### src/rtl/instr_dispatch.sv
// Instruction dispatcher: fetches one 16-bit word per instruction, broadcasts it to
// the execution FSMs while in EXEC, and owns the program counter.
//
// state  | meaning
// IDLE   | out of reset, waiting for start
// FETCH  | mem_req high at pc, waiting for mem_valid
// EXEC   | instr = IR, cycle counter running, pc_inc/pc_load honoured
// HALT   | opcode 0 fetched, pc left on the halt word
// FAULT  | illegal opcode or EXEC timeout, cause in fault_code
module instr_dispatch #(
    parameter int ADDR_W  = 8,
    parameter int TIMEOUT = 15
) (
    input  logic              clk,
    input  logic              rst,
    input  logic              start,
    output logic              mem_req,
    output logic [ADDR_W-1:0] mem_addr,
    input  logic [15:0]       mem_rdata,
    input  logic              mem_valid,
    output logic [15:0]       instr,
    input  logic              pc_inc,
    input  logic              pc_load,
    input  logic [ADDR_W-1:0] pc_load_val,
    input  logic              exec_done,
    output logic [ADDR_W-1:0] pc,
    output logic              busy,
    output logic              halted,
    output logic              fault,
    output logic [1:0]        fault_code
);

    localparam int CNT_W = (TIMEOUT < 2) ? 1 : $clog2(TIMEOUT + 1);
    localparam logic [CNT_W-1:0] CNT_LAST = CNT_W'(TIMEOUT - 1);
    localparam logic [15:0] IDLE_OP = 16'hF000;
    localparam logic [1:0]  FC_NONE    = 2'b00;
    localparam logic [1:0]  FC_ILLEGAL = 2'b01;
    localparam logic [1:0]  FC_TIMEOUT = 2'b10;

    typedef enum logic [2:0] {
        S_IDLE,
        S_FETCH,
        S_EXEC,
        S_HALT,
        S_FAULT
    } state_t;

    state_t            state;
    logic [15:0]       ir;
    logic [ADDR_W-1:0] pc_q;
    logic [CNT_W-1:0]  cnt;
    logic [1:0]        fcode;

    always_ff @(posedge clk or posedge rst) begin
        if (rst) begin
            state <= S_IDLE;
            ir    <= '0;
            pc_q  <= '0;
            cnt   <= '0;
            fcode <= FC_NONE;
        end else begin
            case (state)
                S_IDLE: begin
                    if (start)
                        state <= S_FETCH;
                end
                S_FETCH: begin
                    if (mem_valid) begin
                        ir <= mem_rdata;
                        case (mem_rdata[15:12])
                            4'h0: state <= S_HALT;
                            4'hF: begin
                                state <= S_FAULT;
                                fcode <= FC_ILLEGAL;
                            end
                            default: begin
                                state <= S_EXEC;
                                cnt   <= '0;
                            end
                        endcase
                    end
                end
                S_EXEC: begin
                    // pc update is independent of exec_done so the next fetch sees it
                    if (pc_load)
                        pc_q <= pc_load_val;
                    else if (pc_inc)
                        pc_q <= pc_q + ADDR_W'(1);

                    if (exec_done) begin
                        state <= S_FETCH;
                    end else if (cnt == CNT_LAST) begin
                        state <= S_FAULT;
                        fcode <= FC_TIMEOUT;
                    end else begin
                        cnt <= cnt + CNT_W'(1);
                    end
                end
                S_HALT: begin
                    if (start)
                        state <= S_FETCH;
                end
                S_FAULT: begin
                    if (start) begin
                        state <= S_FETCH;
                        fcode <= FC_NONE;
                    end
                end
                default: state <= S_IDLE;
            endcase
        end
    end

    // All outputs decode registered state only; FETCH always separates two EXECs,
    // so the idle opcode appears between consecutive instructions.
    assign instr      = (state == S_EXEC) ? ir : IDLE_OP;
    assign mem_req    = (state == S_FETCH);
    assign mem_addr   = pc_q;
    assign pc         = pc_q;
    assign busy       = (state == S_FETCH) || (state == S_EXEC);
    assign halted     = (state == S_HALT);
    assign fault      = (state == S_FAULT);
    assign fault_code = fcode;

endmodule

### config.mk
export PLATFORM = sky130hd
export DESIGN_NAME = instr_dispatch
export DESIGN_NICKNAME = d
export VERILOG_FILES = /design/src/rtl/instr_dispatch.sv
export SDC_FILE = /design/constraint.sdc
export NUM_CORES = 1
export LEC_CHECK = 0
export CAP_MARGIN = 20
export CORE_MARGIN = 1.5
export CORE_UTILIZATION = 45
export CTS_BUF_LIST = sky130_fd_sc_hd__clkbuf_8
export CTS_CLUSTER_SIZE = 12
export DETAILED_ROUTE_END_ITERATION = 6
export HOLD_SLACK_MARGIN = 0.12
export PLACE_DENSITY = 0.8
export SYNTH_ARGS = -nofsm -noshare
export SYNTH_HDL_FRONTEND = slang
export SYNTH_SLANG_ARGS = --single-unit
export TNS_END_PERCENT = 10
### constraint.sdc
create_clock -name clk -period 2 [get_ports clk]
set_clock_uncertainty 0.15 [all_clocks]
set_input_delay 0.5 -clock clk [delete_from_list [all_inputs] [get_ports clk]]
set_output_delay 0.5 -clock clk [all_outputs]
set_load 0.005 [all_outputs]
==> results.sh <==
export IMPL_status="complete, but fails checks"
export IMPL_failed_checks="setup timing"
export IMPL_slew_headroom=0.721
export IMPL_r2r_end="mem_addr[7]$_DFFE_PP0P_"
export IMPL_io_buffers=68
export IMPL_ys_types=48
export IMPL_fp_row_count=23
export IMPL_hp_class="register to register"
export IMPL_power_frac_clock=0.151
export IMPL_gp_congestion=0.892
export IMPL_hpwl_um=3360
export IMPL_crit_fanout=5
export IMPL_fp_dieArea_mm2=0.00454
export IMPL_die_x_um=67.3
export IMPL_via_per_inst=5.34
export IMPL_ant_nets=0
export IMPL_cp_arrival_ns=1.53
export IMPL_critical_path_endpoint="instr[12]"
export IMPL_synth_seq_cells=33
export IMPL_setup_viol=14
export IMPL_combPwrFrac=0.517
export IMPL_period_share=1.09
export IMPL_async_reset_ff_frac=1.00
export IMPL_cp_cell_sequence="nor3b_2 -> buf_4 -> buf_6 -> or2b_1 -> buf_2"
export IMPL_cellLeakagePower_uw=0.00133
export IMPL_end_kind="output pin"
export IMPL_clock_sinks=33
export IMPL_yosysTopAreaCellShare=0.443
export IMPL_cts_buffers_inserted=5
export IMPL_crit_type="register to output pin"
export IMPL_cpPeakStageDelay_ns=0.39
export IMPL_p_seq_frac=0.332
export IMPL_cts_buffer_depth=2
export IMPL_worst_path_max_delay_cell="dfrtp_1"
export IMPL_grt_setup_unrepaired="true"
export IMPL_multi_input_area_um2=958
export IMPL_synth_seq_area_share=0.443
export IMPL_drive_gt1_frac=0.313
export IMPL_core_mm2=0.00400
export IMPL_postSynthCellCount=182
export IMPL_root_buffer="clkbuf_8"
export IMPL_nets=314
export IMPL_hold_violations=0
export IMPL_start_kind="register"
export IMPL_vdd_drop_max_mv=0.824
export IMPL_ios=69
export IMPL_syn_area_mm2=0.00186
export IMPL_p_per_area_mw_per_mm2=1240
export IMPL_worst_slack_ns=-0.180
export IMPL_firstDrtPassIters=4
export IMPL_antenna_found_initial=0
export IMPL_vias=1769
export IMPL_synth_top_flop_cell="dfrtp_1"
export IMPL_fillers=299
export IMPL_intPower_uw=2430
export IMPL_clk_pin_slew_ns=0.06
export IMPL_drv_slew=0
export IMPL_gr_usage_all_layers=0.231
export IMPL_worst_path_buf_inv=3
export IMPL_drt_iter0_drc=133
export IMPL_grt_overflow_total=0
export IMPL_grt_pass1_vias=1764
export IMPL_worst_path_stages=5
export IMPL_cts_tree="done"
export IMPL_drc=0
export IMPL_netlist_top_cells_area="dfrtp_1 (44%), mux2_1 (5.4%), mux2_2 (5.4%)"
export IMPL_initial_core_util=0.466
export IMPL_crit_family="simple AND/OR/NAND/NOR gates"
export IMPL_routed_wl_um=4610
export IMPL_net_switching_power_uw=1180
export IMPL_holdBufCountCts=0
export IMPL_worstMarginPinSlew_ns=0.418
export IMPL_maxCapViolations=0
export IMPL_cts_max_level=2
export IMPL_grt_pass1_wl_um=7730
export IMPL_reg2reg_slack_ns=0
export IMPL_yosys_warnings=0
export IMPL_synth_area_per_cell_um2=10.2
export IMPL_r2r_start="state[0]$_DFFE_PP0P_"
export IMPL_crit_start="state[0]$_DFFE_PP0P_"
export IMPL_antenna_cells=0
export IMPL_fin_area_mm2=0.00292
export IMPL_synth_edff_count=0
export IMPL_timing_fmax_mhz=459
export IMPL_clk_latency_ns=0.28
export IMPL_min_period_ns=2.18
export IMPL_area_growth_synth_to_final_pct=56.8
export IMPL_grt_max_degree=34
export IMPL_p_sw_frac=0.328
export IMPL_synth_fp_nets=216
export IMPL_dieHeight_um=67.3
export IMPL_p_total_uw=3610
export IMPL_synth_top_cell_by_area="dfrtp_1"
export IMPL_cp_data_required_time_ns=1.35
export IMPL_dpl_cell_area_mm2=0.00273
export IMPL_register_area_um2=830
export IMPL_r2r_cells=9
export IMPL_wire_per_inst_um=13.9
[worst min-delay path by stage]
stage                      start                end  cells past startpoint
6_report       ir[7]$_DFFE_PP0P_  ir[7]$_DFFE_PP0P_                      1
5_1_grt        ir[7]$_DFFE_PP0P_  ir[7]$_DFFE_PP0P_                      1
4_1_cts        ir[7]$_DFFE_PP0P_  ir[7]$_DFFE_PP0P_                      1
3_5_place_dp   ir[7]$_DFFE_PP0P_  ir[7]$_DFFE_PP0P_                      1
3_3_place_gp   ir[7]$_DFFE_PP0P_  ir[7]$_DFFE_PP0P_                      1
2_1_floorplan  ir[0]$_DFFE_PP0P_  ir[0]$_DFFE_PP0P_                      1
[power by group through the flow]
stage / clock, uW / combinational (uW) / sequential (uW)
floorplan: 0 / 893 / 1150
global placement: 0 / 1660 / 1180
detailed placement: 0 / 1720 / 1200
CTS: 553 / 1800 / 1190
global route: 587 / 2040 / 1240
finish: 545 / 1870 / 1200
[cells in the mapped netlist, drive strengths merged, types with 2 or more instances]
library cell   n
o21ai         11
o211ai         2
inv            5
a22oi          2
mux2          18
and4           2
and2          12
mux2i          2
buf           12
o2bb2ai        2
a31oi          3
nand2b         6
nor2b          3
nor3b          4
nor2          13
nor4           2
nand4          3
nand2          5
a21oi          8
or2b           3
ha             3
nand3          6
dfrtp         33
clkbuf         4
or4            2
a21o           2
[layout by cell type, fill, tap and decap left out, drive strengths merged, types with 6 or more instances in the layout]
| cell type | netlist | layout |
|---|---|---|
| a21oi | 8 | 8 |
| and2 | 12 | 12 |
| buf | 12 | 54 |
| clkbuf | 4 | 9 |
| clkdlybuf4s50 | 0 | 48 |
| dfrtp | 33 | 33 |
| mux2 | 18 | 18 |
| nand2b | 6 | 6 |
| nand3 | 6 | 6 |
| nor2 | 13 | 13 |
| o21ai | 11 | 11 |
[cell families after synthesis]
kind of cell,count (synthesis),synth area share
AO/OA/AOI/OAI,40,0.142
XOR/XNOR,1,0.00470
adder cells (fa/ha/maj),3,0.0201
buffers and inverters,21,0.0638
flip-flops,33,0.443
multiplexers,20,0.120
AND/OR/NAND/NOR,64,0.206
[per-stage QoR]
step / hold WS (ns) / util / TNS [ns] / worst slack [ns] / std cells
after detailed placement: 0.318 / 0.682 / -3.35 / -0.182 / 312
final: 0.328 / 0.730 / -1.12 / -0.180 / 331
after global placement: 0.310 / 0.682 / -3.06 / -0.155 / 312
after global routing: 0.339 / 0.730 / -3.25 / -0.295 / 331
after floorplan: 0.299 / - / 0 / 0.153 / 182
after CTS: 0.332 / 0.718 / -1.94 / -0.224 / 331
[timing repair]
| action | CTS | global route |
|---|---|---|
| setup buffers | 10 | 0 |
| gates resized for setup | 77 | 22 |
| endpoints found under the setup margin | 20 | 51 |
| pin swaps | 4 | 0 |
| gates cloned | 1 | 0 |
[state kept, by name, indices dropped and copies added (netlist names)]
register / flops
cnt: 4
fault_code: 2
ir: 16
mem_addr: 8
state: 3
[routing by layer]
metal  up-vias  GRT usage  routed length, um
li1        846          -                  -
met1       849      0.265               1920
met2        63      0.389               2310
met3        11     0.0767                234
met4         0      0.110                139
met5         -          0                  0
[area by class of cell]
| cell class | instances | area share |
|---|---|---|
| tap | 50 | 0.0214 |
| timing repair buffer | 107 | 0.325 |
| sequential | 33 | 0.284 |
| clock inverter | 1 | 0.00171 |
| multi-input combinational | 128 | 0.328 |
| clock buffer | 7 | 0.0330 |
| inverter | 5 | 0.00642 |
Note: power is estimated with default switching activity, not from simulation.
